**src/rtl/kappa3_pkg.sv**
```systemverilog
// Shared kappa3 definitions: store funct3 codes, store FSM states and the
// small lane helpers used by the store path.
package kappa3_pkg;

  localparam logic [2:0] F3_SB = 3'b000;
  localparam logic [2:0] F3_SH = 3'b001;
  localparam logic [2:0] F3_SW = 3'b010;

  typedef enum logic [2:0] {
    IDLE  = 3'd0,
    READ  = 3'd1,
    WRITE = 3'd2,
    DONE  = 3'd3,
    ERR   = 3'd4
  } st_state_e;

  // A store is legal when its size is known and the offset is naturally aligned.
  function automatic logic st_legal(input logic [2:0] funct3, input logic [1:0] offset);
    logic ok;
    case (funct3)
      F3_SB:   ok = 1'b1;
      F3_SH:   ok = ~offset[0];
      F3_SW:   ok = (offset == 2'b00);
      default: ok = 1'b0;
    endcase
    return ok;
  endfunction

  // Copies the store operand into every lane it could land in.
  function automatic logic [31:0] st_replicate(input logic [2:0] funct3, input logic [31:0] data);
    logic [31:0] word;
    case (funct3)
      F3_SB:   word = {4{data[7:0]}};
      F3_SH:   word = {2{data[15:0]}};
      default: word = data;
    endcase
    return word;
  endfunction

endpackage

```
**src/rtl/st_merge.sv**
```systemverilog
// Store lane merge: places a byte/half/word into its lane of a 32-bit word
// and produces the matching byte-enable mask.
module st_merge
  import kappa3_pkg::*;
(
  input  logic [31:0] old_word,
  input  logic [31:0] data,
  input  logic [2:0]  funct3,
  input  logic [1:0]  offset,
  output logic [31:0] new_word,
  output logic [3:0]  be
);

  // Lane placement and byte enables; lanes not written keep old_word.
  always_comb begin
    new_word = old_word;
    be       = 4'b1111;
    case (funct3)
      F3_SB: begin
        new_word[{offset, 3'b000} +: 8] = data[7:0];
        be = 4'b0001 << offset;
      end
      F3_SH: begin
        if (offset[1]) begin
          new_word[31:16] = data[15:0];
          be = 4'b1100;
        end else begin
          new_word[15:0] = data[15:0];
          be = 4'b0011;
        end
      end
      F3_SW: begin
        new_word = data;
        be       = 4'b1111;
      end
      default: begin
        new_word = old_word;
        be       = 4'b1111;
      end
    endcase
  end

endmodule

```
**src/rtl/st_rmw.sv**
```systemverilog
// Store unit for SB/SH/SW over a word-wide bus. Sub-word stores use read-modify-write
// unless ST_RMW_BYTE_EN_EN is defined, in which case they write directly with byte enables.
module st_rmw
  import kappa3_pkg::*;
#(
  parameter int unsigned TIMEOUT_CYCLES = 255
) (
  input  logic        clock,
  input  logic        reset,
  input  logic        start,
  input  logic [31:0] ir,
  input  logic [31:0] addr,
  input  logic [31:0] wdata,
  output logic [31:0] mem_addr,
  output logic        mem_req,
  output logic        mem_we,
  output logic [31:0] mem_wdata,
  output logic [3:0]  mem_be,
  input  logic [31:0] mem_rdata,
  input  logic        mem_ack,
  output logic        busy,
  output logic        done,
  output logic        err
);

  localparam logic [31:0] TO_LAST = (TIMEOUT_CYCLES == 0) ? 32'd0 : 32'(TIMEOUT_CYCLES - 1);

`ifdef ST_RMW_BYTE_EN_EN
  localparam st_state_e SUB_ENTRY = WRITE;
`else
  localparam st_state_e SUB_ENTRY = READ;
`endif

  st_state_e   state_r;
  st_state_e   state_nx_s;
  logic [2:0]  f3_r;
  logic [1:0]  off_r;
  logic [31:0] wdata_r;
  logic [31:0] cnt_r;

  logic        accept_s;
  logic        legal_s;
  logic        in_access_s;
  logic        timeout_s;
  logic [2:0]  sel_f3_s;
  logic [1:0]  sel_off_s;
  logic [31:0] sel_data_s;
  logic [31:0] old_word_s;
  logic [31:0] merge_word_s;
  logic [3:0]  merge_be_s;

  logic        req_nx_s;
  logic        we_nx_s;
  logic        done_nx_s;
  logic        err_nx_s;
  logic        busy_nx_s;
  logic [31:0] addr_nx_s;
  logic [31:0] wdata_nx_s;
  logic [3:0]  be_nx_s;
  logic        unused_s;

  assign accept_s    = (state_r == IDLE) && start;
  assign legal_s     = st_legal(ir[14:12], addr[1:0]);
  assign in_access_s = (state_r == READ) || (state_r == WRITE);
  assign timeout_s   = (TIMEOUT_CYCLES != 0) && (cnt_r == TO_LAST);

  // In IDLE the merge sees the live request so a direct write can be staged on start.
  assign sel_f3_s   = (state_r == IDLE) ? ir[14:12] : f3_r;
  assign sel_off_s  = (state_r == IDLE) ? addr[1:0] : off_r;
  assign sel_data_s = (state_r == IDLE) ? wdata     : wdata_r;

`ifdef ST_RMW_BYTE_EN_EN
  assign old_word_s = st_replicate(sel_f3_s, sel_data_s);
  assign unused_s   = ^{mem_rdata, ir[31:15], ir[11:0]};
`else
  assign old_word_s = mem_rdata;
  assign unused_s   = ^{merge_be_s, ir[31:15], ir[11:0]};
`endif

  st_merge u_merge (
    .old_word (old_word_s),
    .data     (sel_data_s),
    .funct3   (sel_f3_s),
    .offset   (sel_off_s),
    .new_word (merge_word_s),
    .be       (merge_be_s)
  );

  // State register, captured request and registered bus/status outputs.
  always_ff @(posedge clock) begin
    if (!reset) begin
      state_r   <= IDLE;
      f3_r      <= 3'd0;
      off_r     <= 2'd0;
      wdata_r   <= 32'd0;
      cnt_r     <= 32'd0;
      mem_addr  <= 32'd0;
      mem_req   <= 1'b0;
      mem_we    <= 1'b0;
      mem_wdata <= 32'd0;
      mem_be    <= 4'b1111;
      busy      <= 1'b0;
      done      <= 1'b0;
      err       <= 1'b0;
    end else begin
      state_r   <= state_nx_s;
      mem_addr  <= addr_nx_s;
      mem_req   <= req_nx_s;
      mem_we    <= we_nx_s;
      mem_wdata <= wdata_nx_s;
      mem_be    <= be_nx_s;
      busy      <= busy_nx_s;
      done      <= done_nx_s;
      err       <= err_nx_s;
      if (accept_s) begin
        f3_r    <= ir[14:12];
        off_r   <= addr[1:0];
        wdata_r <= wdata;
      end
      if (state_nx_s != state_r) begin
        cnt_r <= 32'd0;
      end else if (in_access_s && !mem_ack) begin
        cnt_r <= cnt_r + 32'd1;
      end
    end
  end

  // Next-state decode; an ack in the same cycle as the timeout limit still completes.
  always_comb begin
    state_nx_s = state_r;
    case (state_r)
      IDLE: begin
        if (!start) begin
          state_nx_s = IDLE;
        end else if (!legal_s) begin
          state_nx_s = ERR;
        end else if (ir[14:12] == F3_SW) begin
          state_nx_s = WRITE;
        end else begin
          state_nx_s = SUB_ENTRY;
        end
      end
      READ: begin
        if (mem_ack) begin
          state_nx_s = WRITE;
        end else if (timeout_s) begin
          state_nx_s = ERR;
        end else begin
          state_nx_s = READ;
        end
      end
      WRITE: begin
        if (mem_ack) begin
          state_nx_s = DONE;
        end else if (timeout_s) begin
          state_nx_s = ERR;
        end else begin
          state_nx_s = WRITE;
        end
      end
      DONE:    state_nx_s = IDLE;
      ERR:     state_nx_s = IDLE;
      default: state_nx_s = IDLE;
    endcase
  end

  // Output values for the coming state; bus fields only change when an access begins.
  always_comb begin
    req_nx_s  = (state_nx_s == READ) || (state_nx_s == WRITE);
    we_nx_s   = (state_nx_s == WRITE);
    done_nx_s = (state_nx_s == DONE) || (state_nx_s == ERR);
    err_nx_s  = (state_nx_s == ERR);
    busy_nx_s = (state_nx_s != IDLE);

    if (accept_s && req_nx_s) begin
      addr_nx_s = {addr[31:2], 2'b00};
    end else begin
      addr_nx_s = mem_addr;
    end

    if ((state_nx_s == WRITE) && (state_r != WRITE)) begin
      wdata_nx_s = merge_word_s;
`ifdef ST_RMW_BYTE_EN_EN
      be_nx_s    = merge_be_s;
`else
      be_nx_s    = 4'b1111;
`endif
    end else begin
      wdata_nx_s = mem_wdata;
`ifdef ST_RMW_BYTE_EN_EN
      be_nx_s    = mem_be;
`else
      be_nx_s    = 4'b1111;
`endif
    end
  end

endmodule

```
**config.mk**
```make
export PLATFORM = sky130hd
export DESIGN_NAME = st_rmw
export DESIGN_NICKNAME = d
export VERILOG_FILES = /design/src/rtl/kappa3_pkg.sv /design/src/rtl/st_merge.sv /design/src/rtl/st_rmw.sv
export SDC_FILE = /design/constraint.sdc
export NUM_CORES = 1
export LEC_CHECK = 0
export CELL_PAD_IN_SITES_DETAIL_PLACEMENT = 0
export CELL_PAD_IN_SITES_GLOBAL_PLACEMENT = 1
export CORE_MARGIN = 3
export CORE_UTILIZATION = 47
export CTS_CLUSTER_DIAMETER = 30
export CTS_CLUSTER_SIZE = 10
export DETAILED_ROUTE_END_ITERATION = 12
export DONT_BUFFER_PORTS = 1
export PLACE_DENSITY = 0.77
export SYNTH_ARGS = -nofsm -noshare
export SYNTH_HDL_FRONTEND = slang
export SYNTH_SLANG_ARGS = --single-unit
```
**constraint.sdc**
```tcl
create_clock -name clock -period 3.7 [get_ports clock]
set_input_delay 0.185 -clock clock [delete_from_list [all_inputs] [get_ports clock]]
set_output_delay 0.185 -clock clock [all_outputs]
set_load 0.01 [all_outputs]
```
==> Flow_metrics.wiki, run 1 <==
{| class="wikitable"
! Metric !! Value
|-
| Synthesized area per cell || 8.83 um^2
|-
| Total of max-cap violations || 0
|-
| Fraction of synthesized cell area taken by the top area cell type || 0.400
|-
| Final ANT Viol Nets || 0
|-
| Final antenna diode count || 0
|-
| Number of synthesized register bits || 139
|-
| Capturing element type of the critical path || register
|-
| Final nets || 995
|-
| Leading cell types by total area after synthesis || sky130_fd_sc_hd__dfxtp_1, sky130_fd_sc_hd__mux2i_1, sky130_fd_sc_hd__nand2_1
|-
| Netlist area before placement || 0.00695 mm^2
|-
| Final Critical Period || 3310 ps
|-
| Number of global-route vias before repair || 6292
|-
| Floorplan core area || 0.0141 mm^2
|-
| Main combinational cell family by area after synthesis || simple AND/OR/NAND/NOR gates
|-
| Setup Viol. Count Final || 0
|-
| Max Fanout on Critical Path || 12
|-
| Top FF cell, synth || sky130_fd_sc_hd__dfxtp_1
|-
| Data required, critical path || 4060 ps
|-
| Number of clock buffers inserted by TritonCTS || 17
|-
| Hold-fix buffers at CTS || 96
|-
| CTS H-tree lvls || 4
|-
| Max Slew Vio Count || 0
|-
| Critical path type || reg -> reg
|-
| Worst-skew pair later-pin latency || 420 ps
|-
| Hold Violations, Final || 0
|-
| Share of the clock period used by the worst path after layout || 0.895
|-
| Instance count of the mapped netlist || 787
|-
| Unrepaired setup endpoints after global routing || false
|-
| Overall overflow remaining after global route || 0
|-
| Biggest area consumer among synthesized cells || sky130_fd_sc_hd__dfxtp_1
|-
| Setup skew after layout || 17.0 ps
|-
| Fraction of synthesized area in multiplexers || 0.0705
|-
| Root Driver || sky130_fd_sc_hd__clkbuf_16
|-
| Placed wire-length estimate after detailed placement || 13.8 mm
|-
| Count of unique library cells instantiated by Yosys || 71
|-
| TritonCTS Sinks || 139
|-
| 1st-pass router iterations || 5
|-
| I/O pin count || 205
|-
| Class of the tightest hold or removal check || in -> reg
|-
| Setup TNS || 0 ps
|-
| Die W || 128 um
|-
| Status || finished clean
|-
| Last weighted congestion value of the routability-driven placer || 0.929
|-
| Post-cts gate resize count || 0
|-
| Post-route DRC violation count || 0
|-
| Starting Density || 0.491
|-
| First-pass GRT wire length || 33.1 mm
|-
| Via Count || 6242
|-
| Row Count || 43
|-
| Share of post-route cells with drive strength above 1 || 0.0703
|-
| Power Dens Cells || 476 mW/mm^2
|-
| WL per Instance || 20.1 um
|-
| Global router's overall resource usage || 0.256
|-
| Startpoint type of the worst setup path || register
|-
| Maximum number of pins on one net before global-route repair || 107
|-
| Parity-gate share of the synthesized area counting xor and xnor cells || 0.0390
|-
| Number of violations reported at the end of detailed-routing iteration 0 || 558
|-
| Area fraction in compound gates after synthesis || 0.185
|-
| Endpoint arrival time on the critical path || 3670 ps
|-
| Area enclosed by the die boundary || 0.0163 mm^2
|-
| Synth-to-Final Area Change || 23.6%
|-
| Number of enable-type register cells in the synthesized netlist || 0
|-
| Aggregate routed wire length || 21.1 mm
|-
| Timing-limited maximum frequency || 302 MHz
|-
| Die Y || 128 um
|-
| Number of antenna violations at the first check in global routing || 0
|-
| Rel. slew slack || 0.409
|-
| Least-Margin Pin Slew || 886 ps
|-
| Fillcell total || 1175
|-
| Largest buffer count on any clock path || 2
|-
| Multi-input logic area || 0.00383 mm^2
|-
| Synth Area in Adders || 0.0126
|-
| Clock tree from TritonCTS || yes
|-
| Sequential standard cell area || 0.00278 mm^2
|-
| FFs w/ async S/R, synth || 0
|-
| Number of I/O port buffers || 0
|-
| Max IR drop VDD || 0.000315 V
|-
| Detailed-route vias per instance || 5.96
|-
| Leakage component of the power || 3.00 nW
|-
| Yosys warning count || 0
|-
| Total chip power || 4.09 mW
|-
| Clock slew at reported path FFs || 60 ps
|-
| Postcts setup bufs || 0
|-
| Post-Synth Simple-Gate Area || 0.238
|-
| Seq/Total Area, Yosys || 0.400
|}
==> logic make-up after synthesis <==
kind of cell	Yosys count
and+or+nand+nor	318
AOI/OAI and AO/OA	170
adders and majority gates	7
buffers and inverters	71
DFF	139
muxes	49
xor gates and xnor gates	31
other	2
==> layout by cell type, fill, tap and decap left out, drive strengths merged, types with 8 or more instances in the layout <==
cell type,instances
inv,11
nor4,14
o21ai,26
a21boi,40
nand4,12
nor2b,38
buf,12
xnor2,26
o221ai,8
dlygate4sd3,95
nand2,110
nand2b,8
dfxtp,139
a221oi,14
mux2i,49
clkbuf,20
a21oi,23
nand3,29
nor2,43
nor3,22
==> cell usage after synthesis, drive strengths merged (6+ instances only) <==
cell     number
nand2       110
a21oi        23
nand3        29
and2          6
clkbuf       26
nor3         22
nand2b        8
and4          6
nor2b        38
mux2i        49
o2111ai       7
ha            7
or3           7
o21ai        26
o221ai        8
xnor2        26
a221oi       14
nand4        12
inv          10
a21boi       40
buf          35
nor4         14
a2bb2oi       7
dfxtp       139
nor2         43
==> layout make-up <==
class                      instances  share of cell area
clock buffer                      20              0.0543
clock inverter                    11              0.0220
timing repair buffer             107               0.124
tap                              180              0.0262
sequential                       139               0.324
multi-input combinational        581               0.446
inverter                          10             0.00437
==> power breakdown <==
group | switching (mW) | total [mW] | leakage [nW] | internal, mW
logic | 0.333 | 0.577 | 1.56 | 0.244
registers | 0.0734 | 1.64 | 1.13 | 1.56
clock network | 0.633 | 1.88 | 0.318 | 1.24
==> sequential cells by signal, indices dropped and copies added (netlist names), 2 cells and up <==
register	count
mem_wdata	32
cnt_r	32
mem_addr	30
f3_r	3
state_r	3
off_r	2
wdata_r	32
==> worst max-delay path: stages, from the launching register on <==
cell,delay [ps]
sky130_fd_sc_hd__dfxtp_1,460
sky130_fd_sc_hd__or3_1,580
sky130_fd_sc_hd__a21oi_1,380
sky130_fd_sc_hd__inv_1,110
sky130_fd_sc_hd__ha_1,230
sky130_fd_sc_hd__o22ai_1,610
sky130_fd_sc_hd__a2bb2oi_1,150
sky130_fd_sc_hd__a21oi_1,180
sky130_fd_sc_hd__dlygate4sd3_1,560
==> through the flow <==
stage / util / cells / setup WS (ps) / hold slack, ps / cell area (um^2)
CTS: 0.607 / 1048 / 404 / 1.75 / 8590
detailed placement: 0.492 / 921 / 730 / 316 / 6960
global route: 0.607 / 1048 / 112 / 27.5 / 8590
global placement: 0.492 / 921 / 745 / 312 / 6960
floorplan: - / 791 / 561 / 330 / 6970
finish: 0.607 / 1048 / 389 / 11.5 / 8590
==> final timing paths <==
| check | start | endpoint | slack, ps | cells past startpoint |
|---|---|---|---|---|
| hold reg to reg | wdata_r[31]$_SDFFE_PN0P_ | wdata_r[31]$_SDFFE_PN0P_ | 460 | 2 |
| setup reg to reg | state_r[1]$_SDFF_PN0_ | mem_wdata[17]$_SDFFE_PN0P_ | 390 | 8 |
| hold / removal | mem_ack | done$_SDFF_PN0_ | 10 | 2 |
| setup / recovery | state_r[1]$_SDFF_PN0_ | mem_wdata[17]$_SDFFE_PN0P_ | 390 | 8 |
==> layer usage <==
layer	track usage	part of all wire	vias up
met5	0	0	-
met1	0.290	0.39	2978
met2	0.459	0.52	254
li1	-	-	2969
met4	0.0905	0.023	0
met3	0.0744	0.071	41
Power figures use the tool's default switching activity.
==> run 2: changes to the inputs <==
--- a/config.mk
+++ b/config.mk
@@ -14,6 +14,7 @@
 export DETAILED_ROUTE_END_ITERATION = 12
 export DONT_BUFFER_PORTS = 1
 export PLACE_DENSITY = 0.77
+export RECOVER_POWER = 100
 export SYNTH_ARGS = -nofsm -noshare
 export SYNTH_HDL_FRONTEND = slang
 export SYNTH_SLANG_ARGS = --single-unit
==> run 2 against run 1 <==
The run now ends with capacitance limit, slew limit left. Flip-flop and latch count did not move. Count of clock-buffer cells in the layout did not move. Core utilization fell by 0.30 points. Sequential share of layout area rose by 0.16 points. Highest routed layer unchanged. Final cell count did not move. Die area did not move. First-iteration DRC count rose by 3.9%. Via count fell by 0.19%. Design area fell by 0.50%. Clock skew rose by 1.8 ps. Combinational power fell by 1%. Register-to-register slack improved by 40 ps.
==> Flow_metrics.wiki, run 2 (synthesized netlist as in run 1, its figures left out) <==
{| class="wikitable"
! Metric !! Value
|-
| Capturing element type of the critical path || register
|-
| Class of the tightest hold or removal check || in -> reg
|-
| Setup Viol. Count Final || 0 (unchanged)
|-
| Detailed-route vias per instance || 5.94 (-0.19%)
|-
| Aggregate routed wire length || 21.2 mm (+0.39%)
|-
| Post-route DRC violation count || 0 (unchanged)
|-
| Post-cts gate resize count || 0 (unchanged)
|-
| TritonCTS Sinks || 139 (unchanged)
|-
| Floorplan core area || 0.0141 mm^2 (unchanged)
|-
| Via Count || 6230 (-0.19%)
|-
| Core utilization of the finished layout || 0.604 (-0.00301)
|-
| Root Driver || sky130_fd_sc_hd__clkbuf_16
|-
| Hold Violations, Final || 0 (unchanged)
|-
| Placed Cells || 921 (unchanged)
|-
| Power Dens Cells || 479 mW/mm^2 (+0.47%)
|-
| Failing checks || capacitance limit, slew limit
|-
| Final antenna diode count || 0 (unchanged)
|-
| Number of global-route vias before repair || 6292 (unchanged)
|-
| 1st-pass router iterations || 5 (unchanged)
|-
| Global router's overall resource usage || 0.256 (unchanged)
|-
| Leakage component of the power || 2.99 nW (-0.48%)
|-
| Worst Reg2Reg Path Length in Cells || 6 (-2)
|-
| Hold path start || mem_ack
|-
| Share of the clock period used by the worst path after layout || 0.885 (-0.00957)
|-
| Fillcell total || 1184 (+0.77%)
|-
| Largest buffer count on any clock path || 2 (unchanged)
|-
| Setup skew after layout || 18.7 ps (+1.75 ps)
|-
| Placed wire-length estimate after detailed placement || 13.8 mm (unchanged)
|-
| Last weighted congestion value of the routability-driven placer || 0.929 (unchanged)
|-
| First-pass GRT wire length || 33.1 mm (unchanged)
|-
| Share of post-route cells with drive strength above 1 || 0.0611 (-0.00922)
|-
| Data required, critical path || 4040 ps (-20 ps)
|-
| Overall overflow remaining after global route || 0 (unchanged)
|-
| Worst-skew pair later-pin latency || 420 ps (about the same)
|-
| Final ANT Viol Nets || 0 (unchanged)
|-
| RR Endpoint || busy$_SDFF_PN0_
|-
| Least-Margin Pin Slew || 1820 ps (+938 ps)
|-
| Total chip power || 4.09 mW (about the same)
|-
| CTS H-tree lvls || 4 (unchanged)
|-
| Max IR drop VDD || 0.000320 V (+1.5%)
|-
| Critical path type || reg -> reg
|-
| Final Critical Period || 3280 ps (-35.4 ps)
|-
| Reg-to-reg critical path startpoint || state_r[1]$_SDFF_PN0_
|-
| Internal reg-to-reg setup slack || 420 ps (+40 ps)
|-
| Area enclosed by the die boundary || 0.0163 mm^2 (unchanged)
|-
| Timing-limited maximum frequency || 305 MHz (+1.1%)
|-
| Total of max-cap violations || 1 (+1)
|-
| Starting Density || 0.491 (unchanged)
|-
| Most frequent standard cell in the layout excluding fill and tap cells || sky130_fd_sc_hd__dfxtp_1
|-
| Clock tree from TritonCTS || yes
|-
| Commonest non-fill, non-tap cells in the layout || sky130_fd_sc_hd__dfxtp_1, sky130_fd_sc_hd__nand2_1, sky130_fd_sc_hd__dlygate4sd3_1, sky130_fd_sc_hd__mux2i_1, sky130_fd_sc_hd__nor2_1
|-
| Setup TNS || 0 ps (unchanged)
|-
| Endpoint arrival time on the critical path || 3620 ps (-50 ps)
|-
| Rel. slew slack || -0.216 (-0.625)
|-
| Number of I/O port buffers || 0 (unchanged)
|-
| Post-DP Area || 0.00696 mm^2 (unchanged)
|-
| Final nets || 995 (unchanged)
|-
| WL per Instance || 20.2 um (+0.39%)
|-
| Die W || 128 um (unchanged)
|-
| Max Fanout on Critical Path || 38 (+26)
|-
| Number of clock buffers inserted by TritonCTS || 17 (unchanged)
|-
| Maximum number of pins on one net before global-route repair || 107 (unchanged)
|-
| I/O pin count || 205 (unchanged)
|-
| Row Count || 43 (unchanged)
|-
| Startpoint type of the worst setup path || register
|-
| End point of the worst hold path || done$_SDFF_PN0_
|-
| Status || finished, violations left
|-
| Clock slew at reported path FFs || 60 ps (about the same)
|-
| Die Y || 128 um (unchanged)
|-
| Number of antenna violations at the first check in global routing || 0 (unchanged)
|-
| Worst Hold Depth || 2 (unchanged)
|-
| Final Cell Area || 0.00855 mm^2 (-0.50%)
|-
| Synth-to-Final Area Change || 22.9%
|-
| Unrepaired setup endpoints after global routing || false
|-
| Final cell count without fillers || 1048 (unchanged)
|-
| Number of violations reported at the end of detailed-routing iteration 0 || 580 (+3.9%)
|-
| Largest registers ranked by flip-flop count || cnt_r x32, mem_wdata x32, wdata_r x32
|-
| Max Slew Vio Count || 39 (+39)
|}
run 2: final cells by class:
cell class | instances | area [um^2] | area share
inverters | 10 | 37.5 | 0.00439
clock buffers | 20 | 467 | 0.0546
multi-input cells | 581 | 3800 | 0.445
well taps | 180 | 225 | 0.0263
clock inverters | 11 | 189 | 0.0221
flip-flops and latches | 139 | 2780 | 0.326
repair buffers | 107 | 1040 | 0.122
run 2: worst max-delay path, stage by stage, from the launching register on:
cell	delay, ps
sky130_fd_sc_hd__dfxtp_1	460
sky130_fd_sc_hd__nor3_4	360
sky130_fd_sc_hd__and2_1	170
sky130_fd_sc_hd__clkbuf_1	1300
sky130_fd_sc_hd__o21ai_0	370
sky130_fd_sc_hd__a21boi_0	300
sky130_fd_sc_hd__a21boi_0	240
run 2: report_power, final:
group          switching, mW  internal [mW]  total (mW)
Sequential            0.0730           1.56        1.64
Combinational          0.328          0.241       0.570
Clock                  0.639           1.24        1.88
run 2: per-layer routing:
layer	wire length (um)	track usage	up-vias
met1	8320	0.290	3000
met5	0	0	-
met2	10900	0.459	228
li1	-	-	2965
met3	1470	0.0744	37
met4	471	0.0905	0
run 2: how the worst max path moves through the flow:
stage / start / cells after the start / end
2_1_floorplan: state_r[1]$_SDFF_PN0_ / 11 / mem_wdata[24]$_SDFFE_PN0P_
3_3_place_gp: state_r[1]$_SDFF_PN0_ / 9 / mem_wdata[25]$_SDFFE_PN0P_
3_5_place_dp: state_r[1]$_SDFF_PN0_ / 9 / mem_wdata[25]$_SDFFE_PN0P_
4_1_cts: state_r[1]$_SDFF_PN0_ / 8 / mem_wdata[17]$_SDFFE_PN0P_
5_1_grt: state_r[1]$_SDFF_PN0_ / 6 / busy$_SDFF_PN0_
6_report: state_r[1]$_SDFF_PN0_ / 6 / busy$_SDFF_PN0_
run 2: per-stage QoR:
step | hold WS (ps) | setup slack (ps)
2_1_floorplan | 330 | 561
3_3_place_gp | 312 | 745
3_5_place_dp | 316 | 730
4_1_cts | 1.75 | 404
5_1_grt | 27.5 | 109
6_report | 16.0 | 424
run 2: repair_timing:
action	in CTS	in global routing
hold buffers	96	0
hold endpoints to repair	107	0
setup buffers	0	0
